==> config.mk <==
export PLATFORM = sky130hd
export DESIGN_NAME = rv32i_lite_core
export DESIGN_NICKNAME = d
export VERILOG_FILES = /design/src/rtl/rv32i_lite_core.sv
export SDC_FILE = /design/constraint.sdc
export NUM_CORES = 2
export LEC_CHECK = 0
export BUFFER_PORTS_ARGS = -buffer_cell sky130_fd_sc_hd__buf_2
export CAP_MARGIN = 20
export CORE_MARGIN = 2
export CORE_UTILIZATION = 55
export DETAILED_ROUTE_END_ITERATION = 8
export MAX_ROUTING_LAYER = met4
export PLACE_DENSITY_LB_ADDON = 0.3
export SYNTH_ARGS = -nofsm -noshare
export SYNTH_HDL_FRONTEND = slang
export SYNTH_SLANG_ARGS = --single-unit
==> constraint.sdc <==
create_clock -name clk -period 13.3 [get_ports clk]
set_input_delay 2.66 -clock clk [delete_from_list [all_inputs] [get_ports clk]]
set_output_delay 2.66 -clock clk [all_outputs]
set_load 0.005 [all_outputs]
==> src/rtl/rv32i_lite_core.sv <==
// rv32i_lite_core: multi-cycle, non-pipelined RV32I core with one shared
// valid/ready memory port for instruction fetch and data access.
// Each instruction walks FETCH -> EXEC (-> MEM) -> FETCH; illegal or
// unsupported encodings park the core in TRAP until reset.
// Optional build macro RV_MISALIGN_TRAP_EN: when defined, misaligned LW/SW and
// LH/LHU/SH trap instead of issuing a request; when undefined the offending
// low address bits are dropped and the access proceeds.
module rv32i_lite_core #(
  parameter int          ENABLE_COUNTERS = 1,
  parameter logic [31:0] PROGADDR_RESET  = 32'h0000_0000
) (
  input  logic        clk,
  input  logic        resetn,
  output logic        trap,
  output logic        mem_valid,
  output logic        mem_instr,
  input  logic        mem_ready,
  output logic [31:0] mem_addr,
  output logic [31:0] mem_wdata,
  output logic [3:0]  mem_wstrb,
  input  logic [31:0] mem_rdata
);

  typedef enum logic [1:0] {S_FETCH, S_EXEC, S_MEM, S_TRAP} state_t;

  state_t      state;
  logic [31:0] pc;
  logic [31:0] insn;
  logic [31:0] rf [0:31];
  logic [1:0]  mem_lo;
  logic [63:0] cycle_cnt;
  logic [63:0] instret_cnt;

  // Instruction fields
  logic [6:0]  opcode;
  logic [4:0]  rd, rs1, rs2;
  logic [2:0]  f3;
  logic [6:0]  f7;
  logic signed [31:0] imm_i, imm_s, imm_b, imm_u, imm_j;
  logic [31:0] rs1_val, rs2_val, pc_plus4;

  assign opcode   = insn[6:0];
  assign rd       = insn[11:7];
  assign f3       = insn[14:12];
  assign rs1      = insn[19:15];
  assign rs2      = insn[24:20];
  assign f7       = insn[31:25];
  assign imm_i    = {{20{insn[31]}}, insn[31:20]};
  assign imm_s    = {{20{insn[31]}}, insn[31:25], insn[11:7]};
  assign imm_b    = {{19{insn[31]}}, insn[31], insn[7], insn[30:25], insn[11:8], 1'b0};
  assign imm_u    = {insn[31:12], 12'h000};
  assign imm_j    = {{11{insn[31]}}, insn[31], insn[19:12], insn[20], insn[30:21], 1'b0};
  assign rs1_val  = (rs1 == 5'd0) ? 32'h0 : rf[rs1];
  assign rs2_val  = (rs2 == 5'd0) ? 32'h0 : rf[rs2];
  assign pc_plus4 = pc + 32'd4;

  // Integer ALU shared by OP and OP-IMM; alt selects SUB / SRA.
  function automatic logic [31:0] alu_op(input logic [31:0] a, input logic [31:0] b,
                                         input logic [2:0] fn, input logic alt);
    logic signed [31:0] sa, sb;
    sa = a;
    sb = b;
    case (fn)
      3'd0:    alu_op = alt ? (a - b) : (a + b);
      3'd1:    alu_op = a << b[4:0];
      3'd2:    alu_op = {31'h0, (sa < sb)};
      3'd3:    alu_op = {31'h0, (a < b)};
      3'd4:    alu_op = a ^ b;
      3'd5:    if (alt) alu_op = sa >>> b[4:0];
               else     alu_op = a >> b[4:0];
      3'd6:    alu_op = a | b;
      default: alu_op = a & b;
    endcase
  endfunction

  // Align the addressed lane down to bit 0 and sign/zero-extend by width.
  function automatic logic [31:0] load_ext(input logic [31:0] d, input logic [1:0] lo,
                                           input logic [2:0] fn);
    logic [31:0] s;
    s = d >> {lo, 3'b000};
    case (fn)
      3'd0:    load_ext = {{24{s[7]}}, s[7:0]};
      3'd1:    load_ext = {{16{s[15]}}, s[15:0]};
      3'd4:    load_ext = {24'h0, s[7:0]};
      3'd5:    load_ext = {16'h0, s[15:0]};
      default: load_ext = s;
    endcase
  endfunction

  logic        illegal, wb_en, take, is_load, is_store, misalign;
  logic [31:0] wb_val, next_pc, eff_addr, st_data;
  logic [3:0]  st_strb;
  logic [1:0]  acc_lo;

  // Decode and execute the latched instruction combinationally.
  always_comb begin
    illegal  = 1'b0;
    wb_en    = 1'b0;
    wb_val   = 32'h0;
    take     = 1'b0;
    is_load  = 1'b0;
    is_store = 1'b0;
    next_pc  = pc_plus4;
    eff_addr = rs1_val + ((opcode == 7'b0100011) ? imm_s : imm_i);
    case (opcode)
      7'b0110111: begin wb_en = 1'b1; wb_val = imm_u; end
      7'b0010111: begin wb_en = 1'b1; wb_val = pc + imm_u; end
      7'b1101111: begin wb_en = 1'b1; wb_val = pc_plus4; next_pc = pc + imm_j; end
      7'b1100111: begin
        wb_en   = 1'b1;
        wb_val  = pc_plus4;
        next_pc = (rs1_val + imm_i) & ~32'd1;
        illegal = (f3 != 3'd0);
      end
      7'b1100011: begin
        case (f3)
          3'd0:    take = (rs1_val == rs2_val);
          3'd1:    take = (rs1_val != rs2_val);
          3'd4:    take = ($signed(rs1_val) <  $signed(rs2_val));
          3'd5:    take = ($signed(rs1_val) >= $signed(rs2_val));
          3'd6:    take = (rs1_val <  rs2_val);
          3'd7:    take = (rs1_val >= rs2_val);
          default: illegal = 1'b1;
        endcase
        if (take) next_pc = pc + imm_b;
      end
      7'b0000011: begin
        is_load = 1'b1;
        illegal = (f3 == 3'd3) || (f3 == 3'd6) || (f3 == 3'd7);
      end
      7'b0100011: begin
        is_store = 1'b1;
        illegal  = (f3 > 3'd2);
      end
      7'b0010011: begin
        wb_en   = 1'b1;
        wb_val  = alu_op(rs1_val, imm_i, f3, (f3 == 3'd5) && f7[5]);
        illegal = ((f3 == 3'd1) && (f7 != 7'h00)) ||
                  ((f3 == 3'd5) && ((f7 & 7'b1011111) != 7'h00));
      end
      7'b0110011: begin
        wb_en   = 1'b1;
        wb_val  = alu_op(rs1_val, rs2_val, f3, f7[5]);
        illegal = !((f7 == 7'h00) || ((f7 == 7'h20) && ((f3 == 3'd0) || (f3 == 3'd5))));
      end
      7'b0001111: illegal = (f3 != 3'd0);
      7'b1110011: begin
        if ((ENABLE_COUNTERS != 0) && (f3 == 3'd2) && (rs1 == 5'd0)) begin
          wb_en = 1'b1;
          case (insn[31:20])
            12'hC00: wb_val = cycle_cnt[31:0];
            12'hC80: wb_val = cycle_cnt[63:32];
            12'hC02: wb_val = instret_cnt[31:0];
            12'hC82: wb_val = instret_cnt[63:32];
            default: illegal = 1'b1;
          endcase
        end else begin
          illegal = 1'b1;
        end
      end
      default: illegal = 1'b1;
    endcase

    // Byte lane for the access; half/word drop the bits they cannot use.
    case (f3[1:0])
      2'd0:    acc_lo = eff_addr[1:0];
      2'd1:    acc_lo = {eff_addr[1], 1'b0};
      default: acc_lo = 2'b00;
    endcase
    case (f3[1:0])
      2'd0:    begin st_data = {4{rs2_val[7:0]}};  st_strb = 4'b0001 << acc_lo; end
      2'd1:    begin st_data = {2{rs2_val[15:0]}}; st_strb = 4'b0011 << acc_lo; end
      default: begin st_data = rs2_val;            st_strb = 4'b1111;           end
    endcase

`ifdef RV_MISALIGN_TRAP_EN
    misalign = (is_load || is_store) &&
               (((f3[1:0] == 2'd2) && (eff_addr[1:0] != 2'b00)) ||
                ((f3[1:0] == 2'd1) && eff_addr[0]));
`else
    misalign = 1'b0;
`endif

    if (next_pc[1:0] != 2'b00) illegal = 1'b1;
    if (misalign) illegal = 1'b1;
  end

  logic        rf_we;
  logic [31:0] rf_wd;

  assign rf_we = (rd != 5'd0) &&
                 (((state == S_EXEC) && wb_en && !illegal) ||
                  ((state == S_MEM) && mem_ready && is_load));
  assign rf_wd = (state == S_MEM) ? load_ext(mem_rdata, mem_lo, f3) : wb_val;

  // Register file write port; contents are not reset, x0 is never written.
  always_ff @(posedge clk) begin
    if (rf_we) rf[rd] <= rf_wd;
  end

  // Free-running cycle counter, counting in every state including TRAP.
  always_ff @(posedge clk or negedge resetn) begin
    if (!resetn) cycle_cnt <= 64'h0;
    else         cycle_cnt <= cycle_cnt + 64'd1;
  end

  // Main control FSM with registered memory-port outputs.
  always_ff @(posedge clk or negedge resetn) begin
    if (!resetn) begin
      state       <= S_FETCH;
      pc          <= PROGADDR_RESET;
      insn        <= 32'h0;
      mem_valid   <= 1'b0;
      mem_instr   <= 1'b0;
      mem_addr    <= 32'h0;
      mem_wdata   <= 32'h0;
      mem_wstrb   <= 4'h0;
      mem_lo      <= 2'b00;
      trap        <= 1'b0;
      instret_cnt <= 64'h0;
    end else begin
      case (state)
        S_FETCH: begin
          if (!mem_valid) begin
            mem_valid <= 1'b1;
            mem_instr <= 1'b1;
            mem_addr  <= pc;
            mem_wstrb <= 4'h0;
          end else if (mem_ready) begin
            insn      <= mem_rdata;
            mem_valid <= 1'b0;
            mem_instr <= 1'b0;
            state     <= S_EXEC;
          end
        end
        S_EXEC: begin
          if (illegal) begin
            trap  <= 1'b1;
            state <= S_TRAP;
          end else if (is_load || is_store) begin
            mem_valid <= 1'b1;
            mem_instr <= 1'b0;
            mem_addr  <= {eff_addr[31:2], 2'b00};
            mem_wdata <= st_data;
            mem_wstrb <= is_store ? st_strb : 4'h0;
            mem_lo    <= acc_lo;
            state     <= S_MEM;
          end else begin
            pc          <= next_pc;
            instret_cnt <= instret_cnt + 64'd1;
            state       <= S_FETCH;
          end
        end
        S_MEM: begin
          if (mem_ready) begin
            mem_valid   <= 1'b0;
            mem_wstrb   <= 4'h0;
            pc          <= pc_plus4;
            instret_cnt <= instret_cnt + 64'd1;
            state       <= S_FETCH;
          end
        end
        S_TRAP: begin
          trap      <= 1'b1;
          mem_valid <= 1'b0;
        end
      endcase
    end
  end

endmodule

==> summary.md <==
| Metric | Value |
|---|---|
| RR Endpoint | `rf[7][28]` |
| CORE AREA | `150,000 um2` |
| Worst Hold Launch | `trap` |
| Setup slack after layout | `2680 ps` |
| Initial antenna violation count | `36` |
| Cell Int Power | `7000 uW` |
| Flops & latches, synth | `1,291` |
| Post-CTS Setup Bufs | `0` |
| Sequential share of power | `43.7%` |
| Ys async rst share | `20.7%` |
| Area leader, netlist | `edfxtp_1` |
| Overall Global Routing Usage | `52.5%` |
| Detailed router's first-iteration violation count | `13,800` |
| Placed Instances | `8,875` |
| Fill cells | `11,100` |
| WHS Endpoint | `trap` |
| Synth area leaders | `edfxtp_1 (37%), mux4_2 (17%), dfrtp_1 (8.0%)` |
| Share of cells above drive strength 1 | `20.5%` |
| CP cell instances | `buf_12 -> mux4_2 -> mux4_2 -> mux2i_1 -> nor2_1 -> buf_4 -> ha_1 -> nand4_1 -> nor4bb_1 -> nand3_1 -> or4_1 -> nor2_1 -> or4b_1 -> nand3_1 -> a221o_1 -> buf_4 -> mux2_4 -> o21ai_2 -> o31a_2 -> buf_12 -> nor4_2 -> buf_4` |
| Site row count | `142` |
| CP max FO | `59` |
| Psw | `2990 uW` |
| Largest net degree at the start of global routing | `124` |
| Setup TNS | `0 ps` |
| Avg Inst Size Synth | `11.9 um2` |
| Routed vias/inst | `7.85` |
| Final std cells w/o fill | `9,166` |
| Max incr delay on CP | `950 ps` |
| Peak supply drop | `0.000189 V` |
| EDFF count, synth | `1,024` |
| Hold depth | `1` |
| Routed length per instance | `43.2 um` |
| CP max-delay cell | `dfrtp_4` |
| Syn Inst Count | `6,988` |
| Latest clock arrival within the worst-skew pair | `850 ps` |
| Area of the multi-input gates | `43,400 um2` |
| Worst r2r path cells | `22` |
| Clk pwr share | `41.2%` |
| Reg-to-reg slack, setup | `2680 ps` |
| Drt first pass iters | `9` |
| Clk Tree Root Cell | `clkbuf_16` |
| Pre-CTS setup slack | `3140 ps` |
| Reg-to-reg startpoint | `insn[15]` |
| Initial Util | `55.5%` |
| Total gr overflow | `0` |
| Synth cell types | `105` |
| Dpl hpwl | `257,000 um` |
| Area delta synth->final | `10.0%` |
| Max cap viols | `0` |
| Ys Warns | `0` |
| Crit share post-route | `79.9%` |
| CP dominant cell by count | `buf_4` |
| Critical Path RT | `13,740 ps` |
| Die extent in x | `393 um` |
| # resized after CTS | `0` |
| Setup Skew | `92.6 ps` |
| Worst endpoint data arrival time | `11,060 ps` |
| Vias in the first global route | `68,300` |
| Post-CTS Hold Buffers | `0` |
| Total Power | `9990 uW` |
| TritonCTS clock tree | `done` |
| Vias | `71,900` |
| Number of CTS-inserted buffers | `138` |
| Yosys top cell area share | `36.9%` |
| Hold Slack | `469 ps` |
| Placer Congestion | `1.13` |
| Htree depth | `4` |
| IO Count | `106` |
| CP startpoint kind | `flop` |
| Worst min-delay path category | `reg2reg` |
| Final-report hold violation count | `0` |
| Worst slew pin tran | `1440 ps` |
| PwrDens | `109 nW/um2` |
| Final Max Tran Viols | `0` |
| Status | `complete, but fails checks` |
| Leakage | `0.0353 uW` |
| Fin crit period | `10,620 ps` |
| Unrepaired setup endpoints after global routing | `no` |
| Crit Path Class | `reg2reg` |
| Relative slew margins | `3.87%` |
| IO Port Bufs | `105` |
| Setup violations, final | `0` |
| Register area share after synthesis | `44.9%` |
| Die Span Y | `393 um` |
| Clock Tree Buf Depth | `3` |
| Sw Share | `29.9%` |
| Final wirelength | `396,000 um` |
| Kind of end point of the critical path | `flop` |
| Failing checks | `DRC` |
| Post-Syn Area | `83,300 um2` |
| CTS Sinks | `1,291` |
| Nets@finish | `7,304` |
| F_max | `0.0942 GHz` |
| First-pass GRT wire length | `546,000 um` |
| Die area | `155,000 um2` |
| Routed Antenna Nets | `0` |
| Register area | `37,500 um2` |
| Combinational Power Share | `15.2%` |
| DRC Markers | `17` |
| Most common flop cell mapped by yosys | `edfxtp_1` |
| Reg clk slew, reported paths | `70 ps` |
[cell usage after synthesis (37+ instances only)]
master,number
nand2_1,498
mux2i_1,288
dfrtp_1,267
a21o_1,79
mux4_2,623
mux2_2,77
nor3_1,101
a211oi_1,67
clkbuf_1,354
a22oi_1,39
o22ai_1,44
nor4_1,61
o211ai_1,61
and3_1,69
nand2b_1,47
buf_2,75
buf_1,69
edfxtp_1,1024
xor2_1,90
a31oi_1,56
o21bai_1,62
nor2_1,504
ha_1,254
nor2b_1,37
o221ai_1,49
a221oi_1,93
o21ai_0,450
inv_1,185
xnor2_1,215
a21oi_1,494
nand3_1,143
nand4_1,69
[power by group through the flow]
stage               sequential [uW]  clock (uW)  combinational, uW
global route                   4360        4230               1540
CTS                            4360        4090               1440
global placement               4440           0               1420
finish                         4370        4110               1510
detailed placement             4450           0               1420
floorplan                      4410           0                898
[per-layer routing]
metal  global-route usage [%]  vias up  share of wire [%]
li1                         -    27300                  -
met1                     64.1    35200                 34
met2                     72.7     7492                 42
met3                     18.3     1881                 15
met4                     36.8        0                9.3
met5                        -        -                  0
[metrics by stage]
stage | utilization, % | cell area, um2
3_3_place_gp | 57.8 | 86800
4_1_cts | 60.9 | 91500
5_1_grt | 61.1 | 91700
3_5_place_dp | 57.8 | 86800
2_1_floorplan | - | 83500
6_report | 61.1 | 91700
[worst max path at each step]
stage               startpoint          to  slack (ps)  depth (start not counted)
global route          insn[15]  rf[21][17]        2520                         23
finish                insn[15]   rf[7][28]        2680                         22
global placement      insn[20]   rf[7][30]        3170                         19
CTS                   insn[15]   rf[7][14]        2850                         22
floorplan             insn[20]   rf[17][0]        1950                         29
detailed placement    insn[15]   rf[7][16]        3140                         22
[cell usage in the layout, fill, tap and decap left out, drive strengths merged, types with 31 or more instances in the layout]
cell type	instances
edfxtp	1024
mux4	623
nor2	509
nand2	498
a21oi	497
o21ai	458
buf	375
mux2i	288
dfrtp	267
ha	254
xnor2	215
inv	203
clkbuf	163
nand3	143
mux2	106
nor3	102
a221oi	94
xor2	90
a21o	79
and3	69
nand4	69
a211oi	67
clkinv	65
o21bai	62
o211ai	62
nor4	61
a31oi	56
o221ai	49
nand2b	47
o22ai	44
a22oi	42
diode	38
nor2b	37
conb	32
and2	31
[cell families (layout without fill, tap and decap cells)]
logic type,Yosys count,in the layout,share of synthesized area (%)
AO/OA/AOI/OAI,1736,1736,13.3
AND/OR/NAND/NOR,1648,1648,9.12
flip-flops,1291,1291,44.9
multiplexers,1017,1017,21.8
buffers and inverters,728,821,3.62
XOR/XNOR,305,305,3.21
adder cells (fa/ha/maj),262,262,4.01
other,1,70,0.00450
[worst max-delay path, delay by kind of cell (launching register included)]
family	cells	cell delay [ps]
AO/OA/AOI/OAI	3	880
AND/OR/NAND/NOR	9	3280
multiplexers	4	2270
flip-flops	1	950
adder cells (fa/ha/maj)	1	430
buffers and inverters	5	2220
[cell type report]
type / instances / area share [%]
Multi-Input combinational cell: 5000 / 47.4
Timing Repair Buffer: 376 / 2.99
Clock inverter: 83 / 1.12
Clock buffer: 162 / 3.98
Tap cell: 2016 / 2.75
Antenna cell: 38 / 0.104
Sequential cell: 1291 / 40.9
Inverter: 200 / 0.834
[registers in the layout, summed over array words and instances, names as in the netlist]
signal / count
trap: 1
rf: 1024
mem_addr: 32
state: 2
mem_wstrb: 4
pc: 32
instret_cnt: 64
mem_valid: 1
mem_lo: 2
mem_instr: 1
insn: 32
mem_wdata: 32
cycle_cnt: 64
Power figures use the tool's default switching activity.
